[config.mk]
export PLATFORM = sky130hd
export DESIGN_NAME = fetch_stage
export DESIGN_NICKNAME = d
export VERILOG_FILES = /design/src/rtl/fetch_stage.sv
export SDC_FILE = /design/constraint.sdc
export NUM_CORES = 2
export LEC_CHECK = 0
export ABC_CLOCK_PERIOD_IN_PS = 6150
export CAP_MARGIN = 10
export CORE_MARGIN = 4
export CORE_UTILIZATION = 60
export CTS_CLUSTER_SIZE = 16
export DETAILED_ROUTE_END_ITERATION = 8
export MAX_ROUTING_LAYER = met4
export PLACE_DENSITY_LB_ADDON = 0.3
export SYNTH_ARGS = -nofsm -noshare
export SYNTH_HDL_FRONTEND = slang
export SYNTH_SLANG_ARGS = --single-unit
[constraint.sdc]
create_clock -name clk -period 6.15 [get_ports clk]
set_input_delay 0.9225 -clock clk [delete_from_list [all_inputs] [get_ports clk]]
set_output_delay 0.9225 -clock clk [all_outputs]
set_load 0.05 [all_outputs]
[src/rtl/fetch_stage.sv]
// fetch_stage: RV32 instruction fetch with PC, BTB prediction and IF/ID register.
// Ports: clk/rst (sync, active-high); imem_addr/imem_data fetch path;
//   stall/redirect/redirect_pc pipeline control; upd_* BTB training;
//   id_* IF/ID outputs to decode.
module fetch_stage #(
    parameter logic [31:0] RESET_PC    = 32'h0000_0000,
    parameter int          BTB_ENTRIES = 16
) (
    input  logic        clk,
    input  logic        rst,
    output logic [31:0] imem_addr,
    input  logic [31:0] imem_data,
    input  logic        stall,
    input  logic        redirect,
    input  logic [31:0] redirect_pc,
    input  logic        upd_valid,
    input  logic [31:0] upd_pc,
    input  logic        upd_taken,
    input  logic [31:0] upd_target,
    output logic        id_valid,
    output logic [31:0] id_pc,
    output logic [31:0] id_inst,
    output logic        id_pred_taken,
    output logic [31:0] id_pred_target
);

    localparam int          IDX = $clog2(BTB_ENTRIES);
    localparam int          TW  = 30 - IDX;
    localparam logic [31:0] NOP = 32'h0000_0013;

    logic [31:0]            r_pc;
    logic [BTB_ENTRIES-1:0] r_btb_v;
    logic [TW-1:0]          r_btb_tag [BTB_ENTRIES];
    logic [29:0]            r_btb_tgt [BTB_ENTRIES];
    logic [1:0]             r_btb_ctr [BTB_ENTRIES];

    logic [IDX-1:0] w_lk_idx;
    logic           w_lk_hit;
    logic           w_pred_taken;
    logic [31:0]    w_pred_target;
    logic [31:0]    w_next_pc;
    logic [IDX-1:0] w_up_idx;
    logic [TW-1:0]  w_up_tag;
    logic           w_up_hit;
    logic           w_unused;

    // Low address bits are forced to zero, so these inputs bits are dropped.
    assign w_unused = ^{redirect_pc[1:0], upd_target[1:0], upd_pc[1:0]};

    assign imem_addr = r_pc;

    // Lookup on the current PC.
    assign w_lk_idx      = r_pc[IDX+1:2];
    assign w_lk_hit      = r_btb_v[w_lk_idx]
                        && (r_btb_tag[w_lk_idx] == r_pc[31:IDX+2]);
    assign w_pred_taken  = w_lk_hit && r_btb_ctr[w_lk_idx][1];
    assign w_pred_target = {r_btb_tgt[w_lk_idx], 2'b00};

    // Training lookup on the resolved PC.
    assign w_up_idx = upd_pc[IDX+1:2];
    assign w_up_tag = upd_pc[31:IDX+2];
    assign w_up_hit = r_btb_v[w_up_idx] && (r_btb_tag[w_up_idx] == w_up_tag);

    always_comb begin
        w_next_pc = r_pc + 32'd4;
        if (redirect) begin
            w_next_pc = {redirect_pc[31:2], 2'b00};
        end else if (stall) begin
            w_next_pc = r_pc;
        end else if (w_pred_taken) begin
            w_next_pc = w_pred_target;
        end
    end

    always_ff @(posedge clk) begin
        if (rst) begin
            r_pc           <= RESET_PC;
            id_valid       <= 1'b0;
            id_pc          <= 32'd0;
            id_inst        <= NOP;
            id_pred_taken  <= 1'b0;
            id_pred_target <= 32'd0;
        end else begin
            r_pc <= w_next_pc;
            if (redirect) begin
                id_valid       <= 1'b0;
                id_pc          <= 32'd0;
                id_inst        <= NOP;
                id_pred_taken  <= 1'b0;
                id_pred_target <= 32'd0;
            end else if (!stall) begin
                id_valid       <= 1'b1;
                id_pc          <= r_pc;
                id_inst        <= imem_data;
                id_pred_taken  <= w_pred_taken;
                id_pred_target <= w_pred_taken ? w_pred_target : 32'd0;
            end
        end
    end

    always_ff @(posedge clk) begin
        if (rst) begin
            r_btb_v <= '0;
            for (int i = 0; i < BTB_ENTRIES; i++) begin
                r_btb_tag[i] <= '0;
                r_btb_tgt[i] <= '0;
                r_btb_ctr[i] <= 2'd1;
            end
        end else if (upd_valid) begin
            if (w_up_hit) begin
                if (upd_taken) begin
                    if (r_btb_ctr[w_up_idx] != 2'd3) begin
                        r_btb_ctr[w_up_idx] <= r_btb_ctr[w_up_idx] + 2'd1;
                    end
                    r_btb_tgt[w_up_idx] <= upd_target[31:2];
                end else if (r_btb_ctr[w_up_idx] != 2'd0) begin
                    r_btb_ctr[w_up_idx] <= r_btb_ctr[w_up_idx] - 2'd1;
                end
            end else if (upd_taken) begin
                // Allocation evicts whatever aliased into this slot.
                r_btb_v[w_up_idx]   <= 1'b1;
                r_btb_tag[w_up_idx] <= w_up_tag;
                r_btb_tgt[w_up_idx] <= upd_target[31:2];
                r_btb_ctr[w_up_idx] <= 2'd2;
            end
        end
    end

endmodule

**After elaboration in Yosys (flattened, before gate mapping)**

Memories as Yosys holds them, arrays and structs flattened. A register that Yosys moved wholly into a read port is not among the register bits.
Index checks and enable logic that the tools add are counted.

- Flip-flop bits (word level): 146
- Bits in writable memories: 928
- Input port bits: 134
- Output and inout port bits: 130
- Word-level logic and storage cells: 87
- Memories kept: 3

Memory list:

| memory | words | width | read ports | clocked after memory_dff | wr ports | RTL line | source |
|---|---|---|---|---|---|---|---|
| r_btb_tgt | 16 | 30 | 1 | 1 | 16 | 34 | `logic [29:0] r_btb_tgt [BTB_ENTRIES];` |
| r_btb_tag | 16 | 26 | 2 | 1 | 16 | 33 | `logic [TW-1:0] r_btb_tag [BTB_ENTRIES];` |
| r_btb_ctr | 16 | 2 | 2 | 1 | 16 | 35 | `logic [1:0] r_btb_ctr [BTB_ENTRIES];` |

- $add $sub $neg: 3
- Magnitude comparators: 3
- Eq/ne operators: 4
- Mux-type cells: 51
- Bitwise logic cells: 5
- Reductions and logical operators: 10

Operators with widths:

| kind | number |
|---|---|
| two-way mux 32 bit | 4 |
| two-way mux 30 bit | 2 |
| equality test 26 bit | 2 |
| two-way mux 4 bit | 9 |
| adder 32 x 3 -> 32 bit, second input constant | 1 |
| OR reduction 30 bit | 1 |
| two-way mux 1 bit | 29 |
| two-way mux 26 bit | 1 |
| OR reduction 26 bit | 1 |
| bitwise OR 16 bit | 1 |
| less-than comparator 4 x 5 -> 1 bit, second input constant | 2 |
| binary-select mux 1 bit (select 4 bit) | 2 |
| two-way mux 2 bit | 3 |
| demux 1 bit (select 4 bit) | 1 |
| >= comparator 4 x 1 -> 1 bit, second input constant | 1 |
| logical AND 1 bit | 4 |
| OR reduction 2 bit | 2 |
| bitwise OR 1 bit | 3 |
| AND reduction 3 bit | 1 |
| adder 2 x 1 -> 2 bit, second input constant | 1 |
| != test 2 x 1 -> 1 bit, second input constant | 1 |
| != test 2 bit, second input constant | 1 |
| nonzero test 2 bit | 1 |
| subtractor 2 x 1 -> 2 bit, second input constant | 1 |
| inverter 1 bit | 1 |

**Longest topological paths before layout**

An unclocked memory read counts as a cell.

- Depth in word-level cells: 12
- Depth in mapped cells: 16
- Depth with buffers taken out: 9

**Worst setup path after synthesis**

No wires, ideal clock.

- Kind: input-to-reg
- Start: input upd_pc[5]
- End: memory r_btb_tgt[8][0], enable pin
- Library setup time: 0.459 ns
- Data arrival time: 5.215 ns
- Required time: 5.691 ns
- Slack: 0.476 ns
- Stages: 8
- Path buffers: 5
- Cell sequence: clkbuf_1 > buf_1 > clkbuf_1 > clkbuf_1 > clkbuf_1 > nor2b_1 > nand2_1 > o21ai_0

RTL lines:

| what | RTL line | source |
|---|---|---|
| start: declaration | 17 | `input logic [31:0] upd_pc,` |
| end: declaration | 34 |  |

==> metrics.csv <==
stage,metric,value,unit
global_routing,first-pass GRT wire length,237000,um
run,maxcap violations,0,
drt,DR pass1 iterations,7,
worst_hold_path,Worst Hold Class,reg2reg,
global_routing,initial antenna violation count,17,
global_routing,vias in the first global route,34900,
global_routing,GR Util met1,47.2,%
place,placed inst area,0.0572,mm^2
yosys,Synth Area per Inst,14.0,um^2
global_routing,met3 Use GR,9.70,%
clocking,CTS Buf Count,108,
yosys,cell taking the most area after synthesis,edfxtp_1,
yosys,top-area cell type share of the netlist area,52.2,%
yosys,Post-synth EDFFs,928,
cells_and_area,Nets,4018,
global_routing,met2 Usage GRT,52.2,%
drt,Post-Route WL,162000,um
drt,routed wire length per instance,31.5,um
cells_and_area,area delta synth->final,13.8,%
setup_path,Setup CP Type,reg2reg,
cells_and_area,layout cells sized above 1,18.7,%
floorplan,Initial Util,60.4,%
global_routing,global routing's busiest layer,met2,
floorplan,DIE AREA,0.0938,mm^2
timing,Hold Fails Final Rpt,0,
yosys,most frequent cells after synthesis,"928 x edfxtp_1, 502 x and2_1, 439 x and3_1, 362 x mux4_2, 308 x clkbuf_1",
drt,via count,35600,
setup_path,CP Max Fanout,33,
floorplan,Chip Height,306,um
clocking,TritonCTS Sinks,1076,
outcome,status,"complete, no violations",
global_routing,GRT Util Overall,35.6,%
floorplan,row cnt,109,
pwr,"Power, Total",17.1,mW
global_routing,largest net degree at the start of global routing,168,
clocking,Max H-tree Level,3,
timing,Rel. slew slack,23.3,%
yosys,top-count cell post-synth,edfxtp_1,
yosys,register area share after synthesis,57.8,%
yosys,ys async rst share,0,%
floorplan,Top-Level Pins,264,
clocking,CTS Root Cell,clkbuf_16,
drt,routed vias/inst,6.90,
place,Placer Congestion,0.924,
timing,clk_skew,0.0638,ns
clocking,clk_lat worst skew,0.72,ns
global_routing,gr ovfl total,0,
yosys,Post-Syn Instances,3800,
drt,ANT nets after route,0,
floorplan,Die Wd,306,um
timing,worst setup margin,0.879,ns
cells_and_area,fillers,5850,
floorplan,core area,0.0884,mm^2
drt,DRT iter0 DRCs,5086,
setup_path,Worst EP required,6.75,ns
place,placed cells,4938,
clocking,post-CTS sizing,0,
cells_and_area,Final Cell Area,0.0607,mm^2
clocking,hold buffer count at cts,0,
timing,setup violators final,0,
pwr,total power per unit cell area,281,mW/mm^2
cells_and_area,Final Util,68.7,%
timing,Max Clk Rate,190,MHz
yosys,Netlist cell types,88,
setup_path,Worst Setup End Kind,flip-flop,
yosys,Post-synth top flop,edfxtp_1,
clocking,Post-CTS Setup Inserts,0,
timing,Fin Hold WS,0.461,ns
setup_path,CP startpoint kind,flip-flop,
timing,Final TNS setup,0,ns
place,number of input and output port buffers inserted,255,
yosys,Synth Cell Area,0.0534,mm^2
pwr,Leak,22.5,nW
pwr,Max VDD drop,0.000263,V
clocking,CTS tree,done,
drt,DRC,0,
place,dpl ws,0.553,ns
timing,fin crit period,5.27,ns
timing,RSZ-0062 raised after global routing,false,
timing,period utilisation layout,85.7,%
clocking,"Reg clk slew, reported paths",0.07,ns
timing,worst slew pin tran,1.15,ns
timing,max-slew violations,0,
clocking,clk buf depth,3,
cells_and_area,"non-filler cells, final",5154,
place,hpwl dp,94100,um
yosys,Syn. warnings,0,
yosys,Synth Register Bits,1076,
setup_path,Critical Path AT,5.87,ns
yosys,synth top area cells,"edfxtp_1 52%, mux4_2 15%, and2_1 5.9%",
==> worst max-delay path: stages, from the launching register on <==
cell and delay (ns):
dfxtp_4 0.76, nor2b_1 0.85, a221oi_1 0.38, a21oi_1 0.56, nor3_1 0.08, or4_1 0.51
or4_1 0.64, or3_1 0.63, or3_1 0.45, a32o_1 0.26
==> power by group <==
| part | internal (mW) | total (mW) | switching (mW) |
|---|---|---|---|
| clock network | 3.69 | 6.51 | 2.82 |
| logic | 0.880 | 2.08 | 1.20 |
| registers | 8.28 | 8.51 | 0.227 |
==> routing by layer <==
layer  up-vias  part of all wire (%)
met5         -                     0
met4         0                   4.7
met3       458                    14
met2      2751                    46
met1     17700                    35
li1      14700                     -
==> placed cells by master, fill, tap and decap left out, drive strengths merged, types with 127 or more instances in the layout <==
cell	netlist	layout
nand2	141	141
edfxtp	928	928
buf	98	127
mux2i	173	173
clkdlybuf4s50	0	250
mux4	369	369
and2	504	504
clkbuf	308	146
dfxtp	148	148
and3	439	439
nor2	132	132
==> area by class of cell <==
type | instances | area, um^2 | share of cell area, %
antenna | 16 | 40.0 | 0.0659
multi-input combinational | 2306 | 21000 | 34.5
clock buffer | 145 | 2970 | 4.88
inverter | 13 | 50.0 | 0.0824
sequential | 1076 | 30800 | 50.8
tap | 1165 | 1460 | 2.40
clock inverter | 55 | 556 | 0.915
timing repair buffer | 378 | 3850 | 6.33
==> worst paths after layout <==
| path | slack, ns | end | depth (start not counted) | from |
|---|---|---|---|---|
| max | 0.88 | imem_addr[12] | 9 | flip-flop |
| min | 0.46 | id_valid | 1 | id_valid |
| max reg2reg | 0.88 | imem_addr[12] | 9 | flip-flop |
| min reg2reg | 0.46 | id_valid | 1 | id_valid |
==> logic make-up (layout without fill, tap and decap cells) <==
family	count (synthesis)	after routing	share of synthesized area [%]
other	1	18	0.00703
XOR/XNOR	40	40	0.684
flip-flops	1076	1076	57.8
AO/OA/AOI/OAI	264	264	3.50
multiplexers	556	556	19.2
buffers and inverters	419	591	3.23
adder cells (fa/ha/maj)	1	1	0.0234
AND/OR/NAND/NOR	1443	1443	15.6
==> flip-flops by register name, indices dropped and copies added, names as in the netlist, 16 cells and up, named ones only <==
signal / flops
id_pc: 32
r_btb_v: 16
id_pred_target: 30
r_btb_ctr: 32
id_inst: 32
imem_addr: 32
r_btb_tgt: 480
r_btb_tag: 416
Power figures use the tool's default switching activity.
